## src/rtl/ce_frame_tx.sv

```systemverilog
// ============================================================================
//  Module   : ce_frame_tx
//  Purpose  : Framing transmitter. Turns an unframed valid/ready sample stream
//             into Avalon-ST frames of fftpts_in beats (sop/eop marked). It has
//             a 2-entry skid FIFO, a registered output stage and an enforced
//             idle gap of GAP_CYCLES cycles after every eop transfer.
//  Options  : CE_FRAME_TX_LENCHK_EN - when defined, a frame may only start
//             when fftpts_in is a power of two in 8..2048.
//  Revision : 1.0 - initial release
// ============================================================================
`default_nettype none

module ce_frame_tx #(
  parameter int wData      = 16,
  parameter int GAP_CYCLES = 4
) (
  input  logic             clk,
  input  logic             rst,
  input  logic             in_valid,
  output logic             in_ready,
  input  logic [wData-1:0] in_real,
  input  logic [wData-1:0] in_imag,
  input  logic [11:0]      fftpts_in,
  output logic             source_valid,
  input  logic             source_ready,
  output logic [1:0]       source_error,
  output logic             source_sop,
  output logic             source_eop,
  output logic [wData-1:0] source_real,
  output logic [wData-1:0] source_imag,
  output logic [11:0]      fftpts_out
);

  localparam int         ENTRY_W  = 2 + 12 + 2 * wData;
  // The gap counter is preloaded with GAP_CYCLES-1 and the load happens on
  // the edge that sees it at zero, giving exactly GAP_CYCLES idle cycles.
  localparam logic [7:0] GAP_LOAD = (GAP_CYCLES > 0) ? 8'(GAP_CYCLES - 1) : 8'd0;

  typedef enum logic [1:0] {
    ST_IDLE = 2'd0,
    ST_SEND = 2'd1,
    ST_GAP  = 2'd2
  } state_t;

  // ---------------------------------------------------------------- tagger
  logic [11:0] cnt_q, cnt_d;
  logic [11:0] len_q, len_d;
  logic [11:0] eff_len;
  logic        length_ok;
  logic        accept;
  logic        tag_sop;
  logic        tag_eop;

  // ------------------------------------------------------------------ fifo
  logic [1:0][ENTRY_W-1:0] mem_q, mem_d;
  logic                    wr_ptr_q, wr_ptr_d;
  logic                    rd_ptr_q, rd_ptr_d;
  logic [1:0]              count_q, count_d;
  logic                    fifo_full;
  logic                    fifo_empty;
  logic [ENTRY_W-1:0]      wr_entry;
  logic [ENTRY_W-1:0]      rd_entry;
  logic                    e_sop;
  logic                    e_eop;
  logic [11:0]             e_len;
  logic [wData-1:0]        e_real;
  logic [wData-1:0]        e_imag;

  // -------------------------------------------------------- output stage
  state_t           state_q, state_d;
  logic [7:0]       gap_q, gap_d;
  logic             load;
  logic             slot_free;
  logic             eop_xfer;
  logic             out_valid_q, out_valid_d;
  logic             out_sop_q, out_sop_d;
  logic             out_eop_q, out_eop_d;
  logic [wData-1:0] out_real_q, out_real_d;
  logic [wData-1:0] out_imag_q, out_imag_d;
  logic [11:0]      fftpts_out_q, fftpts_out_d;

`ifdef CE_FRAME_TX_LENCHK_EN
  logic len_legal;

  // Legal frame lengths: powers of two from 8 to 2048.
  always_comb begin
    len_legal = 1'b0;
    case (fftpts_in)
      12'd8, 12'd16, 12'd32, 12'd64, 12'd128,
      12'd256, 12'd512, 12'd1024, 12'd2048: len_legal = 1'b1;
      default: len_legal = 1'b0;
    endcase
  end

  // Only the start of a frame is gated; mid-frame values are never looked at.
  assign length_ok = (cnt_q != 12'd0) || len_legal;
`else
  assign length_ok = 1'b1;
`endif

  assign fifo_full  = (count_q == 2'd2);
  assign fifo_empty = (count_q == 2'd0);
  assign in_ready   = !fifo_full && length_ok && !rst;
  assign accept     = in_valid && in_ready;

  // The length used for tagging is the live input on the sop beat and the
  // latched value afterwards. A length of 0 wraps to 4095 for the eop
  // compare, which makes it behave as a 4096-beat frame.
  assign eff_len = (cnt_q == 12'd0) ? fftpts_in : len_q;
  assign tag_sop = (cnt_q == 12'd0);
  assign tag_eop = (cnt_q == (eff_len - 12'd1));

  // Beat counter and latched frame length.
  always_comb begin
    cnt_d = cnt_q;
    len_d = len_q;
    if (accept) begin
      if (tag_sop) len_d = fftpts_in;
      cnt_d = tag_eop ? 12'd0 : (cnt_q + 12'd1);
    end
  end

  assign wr_entry = {tag_sop, tag_eop, eff_len, in_real, in_imag};
  assign rd_entry = mem_q[rd_ptr_q];
  assign e_sop    = rd_entry[ENTRY_W-1];
  assign e_eop    = rd_entry[ENTRY_W-2];
  assign e_len    = rd_entry[ENTRY_W-3 -: 12];
  assign e_real   = rd_entry[2*wData-1 -: wData];
  assign e_imag   = rd_entry[wData-1:0];

  // Skid FIFO pointers, storage and occupancy; push and pop may coincide.
  always_comb begin
    mem_d    = mem_q;
    wr_ptr_d = wr_ptr_q;
    rd_ptr_d = rd_ptr_q;
    count_d  = count_q;
    if (accept) begin
      mem_d[wr_ptr_q] = wr_entry;
      wr_ptr_d        = ~wr_ptr_q;
    end
    if (load) rd_ptr_d = ~rd_ptr_q;
    case ({accept, load})
      2'b10:   count_d = count_q + 2'd1;
      2'b01:   count_d = count_q - 2'd1;
      default: count_d = count_q;
    endcase
  end

  assign slot_free = !out_valid_q || source_ready;
  assign eop_xfer  = out_valid_q && source_ready && out_eop_q;

  // Output FSM: decides when the output register pops the FIFO or idles.
  always_comb begin
    state_d      = state_q;
    gap_d        = gap_q;
    load         = 1'b0;
    out_valid_d  = out_valid_q;
    out_sop_d    = out_sop_q;
    out_eop_d    = out_eop_q;
    out_real_d   = out_real_q;
    out_imag_d   = out_imag_q;
    fftpts_out_d = fftpts_out_q;

    case (state_q)
      ST_IDLE: begin
        if (!fifo_empty) begin
          load    = 1'b1;
          state_d = ST_SEND;
        end
      end
      ST_SEND: begin
        if (slot_free) begin
          if (eop_xfer && (GAP_CYCLES > 0)) begin
            out_valid_d = 1'b0;
            gap_d       = GAP_LOAD;
            state_d     = ST_GAP;
          end else if (!fifo_empty) begin
            load = 1'b1;
          end else begin
            out_valid_d = 1'b0;
            state_d     = ST_IDLE;
          end
        end
      end
      ST_GAP: begin
        if (gap_q == 8'd0) begin
          if (!fifo_empty) begin
            load    = 1'b1;
            state_d = ST_SEND;
          end else begin
            state_d = ST_IDLE;
          end
        end else begin
          gap_d = gap_q - 8'd1;
        end
      end
      default: state_d = ST_IDLE;
    endcase

    if (load) begin
      out_valid_d = 1'b1;
      out_sop_d   = e_sop;
      out_eop_d   = e_eop;
      out_real_d  = e_real;
      out_imag_d  = e_imag;
      if (e_sop) fftpts_out_d = e_len;
    end
  end

  // State registers; reset aborts any partial frame and empties the FIFO.
  always_ff @(posedge clk or posedge rst) begin
    if (rst) begin
      cnt_q        <= 12'd0;
      len_q        <= 12'd0;
      mem_q        <= '0;
      wr_ptr_q     <= 1'b0;
      rd_ptr_q     <= 1'b0;
      count_q      <= 2'd0;
      state_q      <= ST_IDLE;
      gap_q        <= 8'd0;
      out_valid_q  <= 1'b0;
      out_sop_q    <= 1'b0;
      out_eop_q    <= 1'b0;
      out_real_q   <= '0;
      out_imag_q   <= '0;
      fftpts_out_q <= 12'd0;
    end else begin
      cnt_q        <= cnt_d;
      len_q        <= len_d;
      mem_q        <= mem_d;
      wr_ptr_q     <= wr_ptr_d;
      rd_ptr_q     <= rd_ptr_d;
      count_q      <= count_d;
      state_q      <= state_d;
      gap_q        <= gap_d;
      out_valid_q  <= out_valid_d;
      out_sop_q    <= out_sop_d;
      out_eop_q    <= out_eop_d;
      out_real_q   <= out_real_d;
      out_imag_q   <= out_imag_d;
      fftpts_out_q <= fftpts_out_d;
    end
  end

  assign source_valid = out_valid_q;
  assign source_sop   = out_sop_q;
  assign source_eop   = out_eop_q;
  assign source_real  = out_real_q;
  assign source_imag  = out_imag_q;
  assign source_error = 2'b00;
  assign fftpts_out   = fftpts_out_q;

endmodule

`default_nettype wire
```

## config.mk

```make
export PLATFORM = sky130hd
export DESIGN_NAME = ce_frame_tx
export DESIGN_NICKNAME = d
export VERILOG_FILES = /design/src/rtl/ce_frame_tx.sv
export SDC_FILE = /design/constraint.sdc
export NUM_CORES = 1
export LEC_CHECK = 0
export ABC_AREA = 0
export CORE_UTILIZATION = 25
export CTS_CLUSTER_SIZE = 40
export DETAILED_ROUTE_END_ITERATION = 10
export MAX_ROUTING_LAYER = met4
export PLACE_DENSITY_LB_ADDON = 0.08
export SETUP_SLACK_MARGIN = 0.3
export SYNTH_ARGS = -nofsm -noshare
export SYNTH_HDL_FRONTEND = slang
export SYNTH_SLANG_ARGS = --single-unit
```

## constraint.sdc

```tcl
create_clock -name clk -period 6.8 [get_ports clk]
set_input_delay 0.68 -clock clk [delete_from_list [all_inputs] [get_ports clk]]
set_output_delay 0.68 -clock clk [all_outputs]
set_load 0.05 [all_outputs]
```

Word-level counts from Yosys, hierarchy flattened. Index checks and enable logic that the tools add are counted.

$add $sub $neg: 5. Order comparisons: 3. Equal/unequal tests: 12. Muxes and demuxes: 29. Bitwise operators: 2. Reductions and logical operators: 22.

Operator list (count): $mux 46 (3); $bwmux 92 (1); $demux 46 s1 (1); $mux 12 (2); $mux 8 (3); $pmux 8 s2 (1); $add 12x1->12 const B (1); $eq 12x12->1 (1); $logic_not 12->1 (1); $sub 12x1->12 const B (1); $mux 1 (10); $mux 2 (5); $ne 2x2->1 const B (5); $logic_not 8->1 (1); $reduce_and 4->1 (2); $reduce_bool 2->1 (4); $sub 8x1->8 const B (1); $eq 2x2->1 const B (3); $pmux 2 s3 (1); $logic_and 1x1->1 (5); $eq 2x1->1 const B (2); $logic_not 2->1 (2); $lt 1x2->1 const B (2); $pmux 2 s2 (1); other kinds (11) (14).

Bits in registers: 177. Bits of input ports: 48. Output and inout port bits: 50. Logic and storage cells: 88.

Logic depth before layout (Yosys ltp).
Depth in word-level cells: 7. Mapped depth: 16. Depth with buffers taken out: 14.

Least setup slack after synthesis. OpenSTA, ideal clock, no wires.

Path kind: register to register. Start: reg cnt_q[0]. End: reg mem_q[90] in the netlist's numbering. Arrival time: 4.006 ns. Required time: 6.673 ns. Slack: 2.666 ns. Stages on the path, launching flop included: 16. Path buffers: 2. Clock period less this slack: 4.134 ns. Path through: dfrtp_1 -> inv_1 -> ha_1 -> or4b_4 -> nor3_4 -> buf_4 -> buf_6 -> mux2i_1 -> ha_1 -> nand2b_1 -> mux2i_1 -> and2_1 -> mux2i_1 -> o311ai_1 -> nor3_2 -> mux2_1.

Cells in the longest elaborated chain, start to end: 5.

Ends and longest elaborated chain: start, declared (line 46) `logic [11:0] cnt_q, cnt_d;`; start signal, assigned (line 228) `cnt_q <= cnt_d;`; $logic_not 12->1 (line 109) `assign eff_len = (cnt_q == 12'd0) ? fftpts_in : len_q;`; $mux 12; $sub 12x1->12 (line 111) `assign tag_eop = (cnt_q == (eff_len - 12'd1));`; $eq 12x12->1 * (line 111); $bwmux 92 * (line 138) `mem_d[wr_ptr_q] = wr_entry;`; end signal, assigned (line 230) `mem_q <= mem_d;`; end, declared (line 55) `logic [1:0][ENTRY_W-1:0] mem_q, mem_d;`.

Mark *: on every way between the ends. The rest lies on a longest branch, timed or not. A chain may end at the register's enable or synchronous reset.

Worst setup path after layout.
Start: reg cnt_q[0]. End: reg cnt_q[4].

Cells in the longest elaborated chain, start to end: 5. Elaborated cells between the ends (all ways): 6.

Ends and longest elaborated chain: $logic_not 12->1 (line 109); $mux 12; $sub 12x1->12 (line 111); $eq 12x12->1 (line 111); $mux 12 * (line 119) `cnt_d = tag_eop ? 12'd0 : (cnt_q + 12'd1);`.

Marks and branches as above.

==> results by group <==
Drt
  – Vias per cell: 4.50
  – First-pass DRT Iterations: 4
  – Drt total wl: between 20000 and 25000 um
  – Met3 WL post-DR: around 620 um
  – Top sig layer: met4
  – WL/cell: 16.4 um
  – Initial DRC count: 282
  – DR vias: 5792
  – Met1 Routed Length: between 10000 and 15000 um
  – Met2 WL post-DR: 9550 um
  – Post-route DRC: 0
  – ANT nets after route: 0

CTS
  – Clk root buf: clkbuf_16
  – Latest clock arrival within the worst-skew pair: 430 ps
  – H-tree depth: 4
  – CTS Buffer Depth: 2
  – Clock Pin Slew Worst Setup and Hold Paths: 80 ps
  – CTS tree: done
  – Cts repair resizes: 0
  – CTS Hold Bufs: 0
  – CTS Buf Count: 17
  – Total clock sinks: 177
  – Setup bufs post-CTS: 0

Synth
  – Warnings from Yosys: 0
  – Sequential area share after synthesis: approximately 55%
  – Ys flop type: dfrtp_1
  – Post-synth ARST share: 100%
  – Post-synth EDFFs: 0
  – Post-Synthesis Cells: 795
  – Synth unique cells: 56
  – Cell Area, Synth: slightly above 0.008 mm^2
  – Syn_area_per_cell: around 10 um^2
  – Seq cells post-synth: 177

Finish
  – Share of layout cells above drive strength 1: 10.8%
  – Commonest cells after routing, fill and taps aside: 180 x nand2_1, 176 x dfrtp_1, 95 x clkdlybuf4s50_1, 72 x o21ai_0, 64 x mux2i_1
  – Fill count: between 3000 and 4000
  – Antenna diode count: 0
  – Leading cell type in the layout, fill and taps excluded: nand2_1
  – Nets: 927
  – Area Growth Syn to Fin: 24.5%

Setup path
  – Worst setup SP type: flop
  – WS Path Type: reg -> reg
  – Critical path endpoint category: flop
  – Cell family with most CP delay: simple AND/OR/NAND/NOR gates
  – WP data required: slightly above 7000 ps
  – Slowest stage delay, CP: about 600 ps
  – Worst-path fanout max: 22
  – Buf/Inv on CP: 2
  – Slowest stage cell, crit path: mux2i_1
  – Crit-path cells: inv_1 > ha_1 > or4b_4 > nor3_4 > buf_4 > mux2i_1 > ha_1 > nand2b_1 > mux2i_1 > a211oi_1 > a2111oi_2 > nor3_2 > nor4_4 > nor2_1
  – Crit path DAT: approximately 5000 ps

Placement
  – Dpl hpwl: 14100 um
  – Final Wtd Congestion: 0.851
  – Worst slack at placement: just under 2000 ps
  – Port bufs: 95

Floorplanning
  – Die width: approximately 180 um
  – Core area: about 0.032 mm^2
  – Die Y-Extent: approximately 180 um
  – # IOs: approximately 100
  – Full die area: 0.0332 mm^2
  – Num rows: between 60 and 70
  – Initial Util: 25.6%

Timing
  – Final setup viols: 0
  – Worst Setup Slack, final: between 2000 and 2500 ps
  – Min cycle time layout: 4790 ps
  – Slew headroom: a little under a third
  – Slew Limit Fails: 0
  – Fin crit share: 70.4%
  – Fin Clk Skew: 13.1 ps
  – Hold Vio Cnt, Final: 0
  – Worst-margin pin slew: 1020 ps
  – RSZ-0062 raised after global routing: false
  – Final TNS setup: 0 ps
  – Fmax: 0.209 GHz

Job
  – Max-Cap Viols: 0

Global routing
  – Total GRT Usage: 13.7%
  – Grt ovf: 0
  – First-pass GRT wire length: between 30000 and 40000 um
  – Vias in the first global route: 5855
  – Initial antenna violation count: 0
  – Largest net degree at the start of global routing: 81

Power and ir drop
  – Peak VDD IR: 0.221 mV
  – Leak: 4.47 nW
  – Pwr dens: 516 mW/mm^2

Status
  – Status: completed

Min path
  – Worst Hold Class: reg -> reg
-- stage by stage --
stage / power [mW] / util (%) / cell area [um^2] / hold WS (ps) / cells
global placement: 4.19 / 29.8 / 9470 / 457 / 1256
finish: 5.22 / 31.9 / 10100 / 474 / 1288
floorplan: 3.48 / - / 8120 / 445 / 796
global route: 5.60 / 31.9 / 10100 / 491 / 1288
CTS: 5.31 / 31.9 / 10100 / 479 / 1288
detailed placement: 4.21 / 29.8 / 9470 / 462 / 1256
-- registers in the layout, indices dropped and copies added, names as in the netlist --
register / count
source_imag: 16
state_q: 2
source_sop: 1
cnt_q: 12
mem_q: 92
source_valid: 1
fftpts_out: 12
source_real: 16
rd_ptr_q: 1
len_q: 12
gap_q: 8
count_q: 2
wr_ptr_q: 1
source_eop: 1
-- tightest hold or removal path: cells and delay by family (launching register included) --
kind / cells / cell delay (ps)
simple gates: 2 / 100
flops: 1 / 340
-- cells in the mapped netlist (3+ instances only) --
library cell / instances / area, um^2
inv_1: 15 / 56.3
buf_4: 3 / 22.5
ha_1: 6 / 75.1
o21ai_0: 72 / 360
nand4_1: 6 / 37.5
clkbuf_1: 37 / 139
nor2_1: 52 / 195
a41oi_1: 6 / 52.6
mux2_1: 3 / 33.8
buf_1: 3 / 11.3
mux2i_1: 64 / 641
dfrtp_1: 177 / 4430
mux2_2: 40 / 450
xor2_1: 8 / 70.1
nand2_1: 181 / 679
nand2b_1: 4 / 25.0
nor4_1: 4 / 25.0
nor3_1: 16 / 80.1
xnor2_1: 23 / 201
nor3b_1: 3 / 22.5
a21oi_1: 16 / 80.1
nand3_1: 10 / 50.1
or3_1: 3 / 18.8
-- cell families after synthesis --
logic type               share of synthesized area, %
flip-flops                                       54.6
AO/OA/AOI/OAI                                    8.26
AND/OR/NAND/NOR                                  15.9
other                                          0.0462
XOR/XNOR                                         3.35
adder cells (fa/ha/maj)                         0.925
multiplexers                                     13.9
buffers and inverters                            3.07
-- area by class of cell --
type,instances,area (um^2),area share (%)
clock inverters,12,170,1.68
well taps,402,503,4.98
multi-input cells,558,3460,34.2
flip-flops and latches,177,4430,43.9
inverters,16,65.1,0.644
clock buffers,20,467,4.62
repair buffers,103,1010,10.0
-- metal layers --
layer,vias to the layer above,global-route usage [%]
met4,0,4.27
met3,18,2.49
li1,2859,-
met2,99,20.5
met1,2816,18.7
met5,-,-
-- report_power, final --
group,switching [mW],internal [mW]
sequential,0.311,1.53
clock,0.454,0.619
combinational,1.42,0.884
total,2.18,3.03
-- worst paths after layout --
kind / startpoint / end / slack, ps / cells past startpoint
min in group asynchronous: rst / source_valid$_DFFE_PP0P_ / 780 / 2
max in group asynchronous: rst / mem_q[62]$_DFFE_PP0P_ / 4830 / 3
max: cnt_q[0]$_DFFE_PP0P_ / cnt_q[4]$_DFFE_PP0P_ / 2010 / 14
min: mem_q[27]$_DFFE_PP0P_ / mem_q[27]$_DFFE_PP0P_ / 470 / 2
max reg2reg: cnt_q[0]$_DFFE_PP0P_ / cnt_q[4]$_DFFE_PP0P_ / 2010 / 14
min reg2reg: mem_q[27]$_DFFE_PP0P_ / mem_q[27]$_DFFE_PP0P_ / 470 / 2
Power figures use the tool's default switching activity.
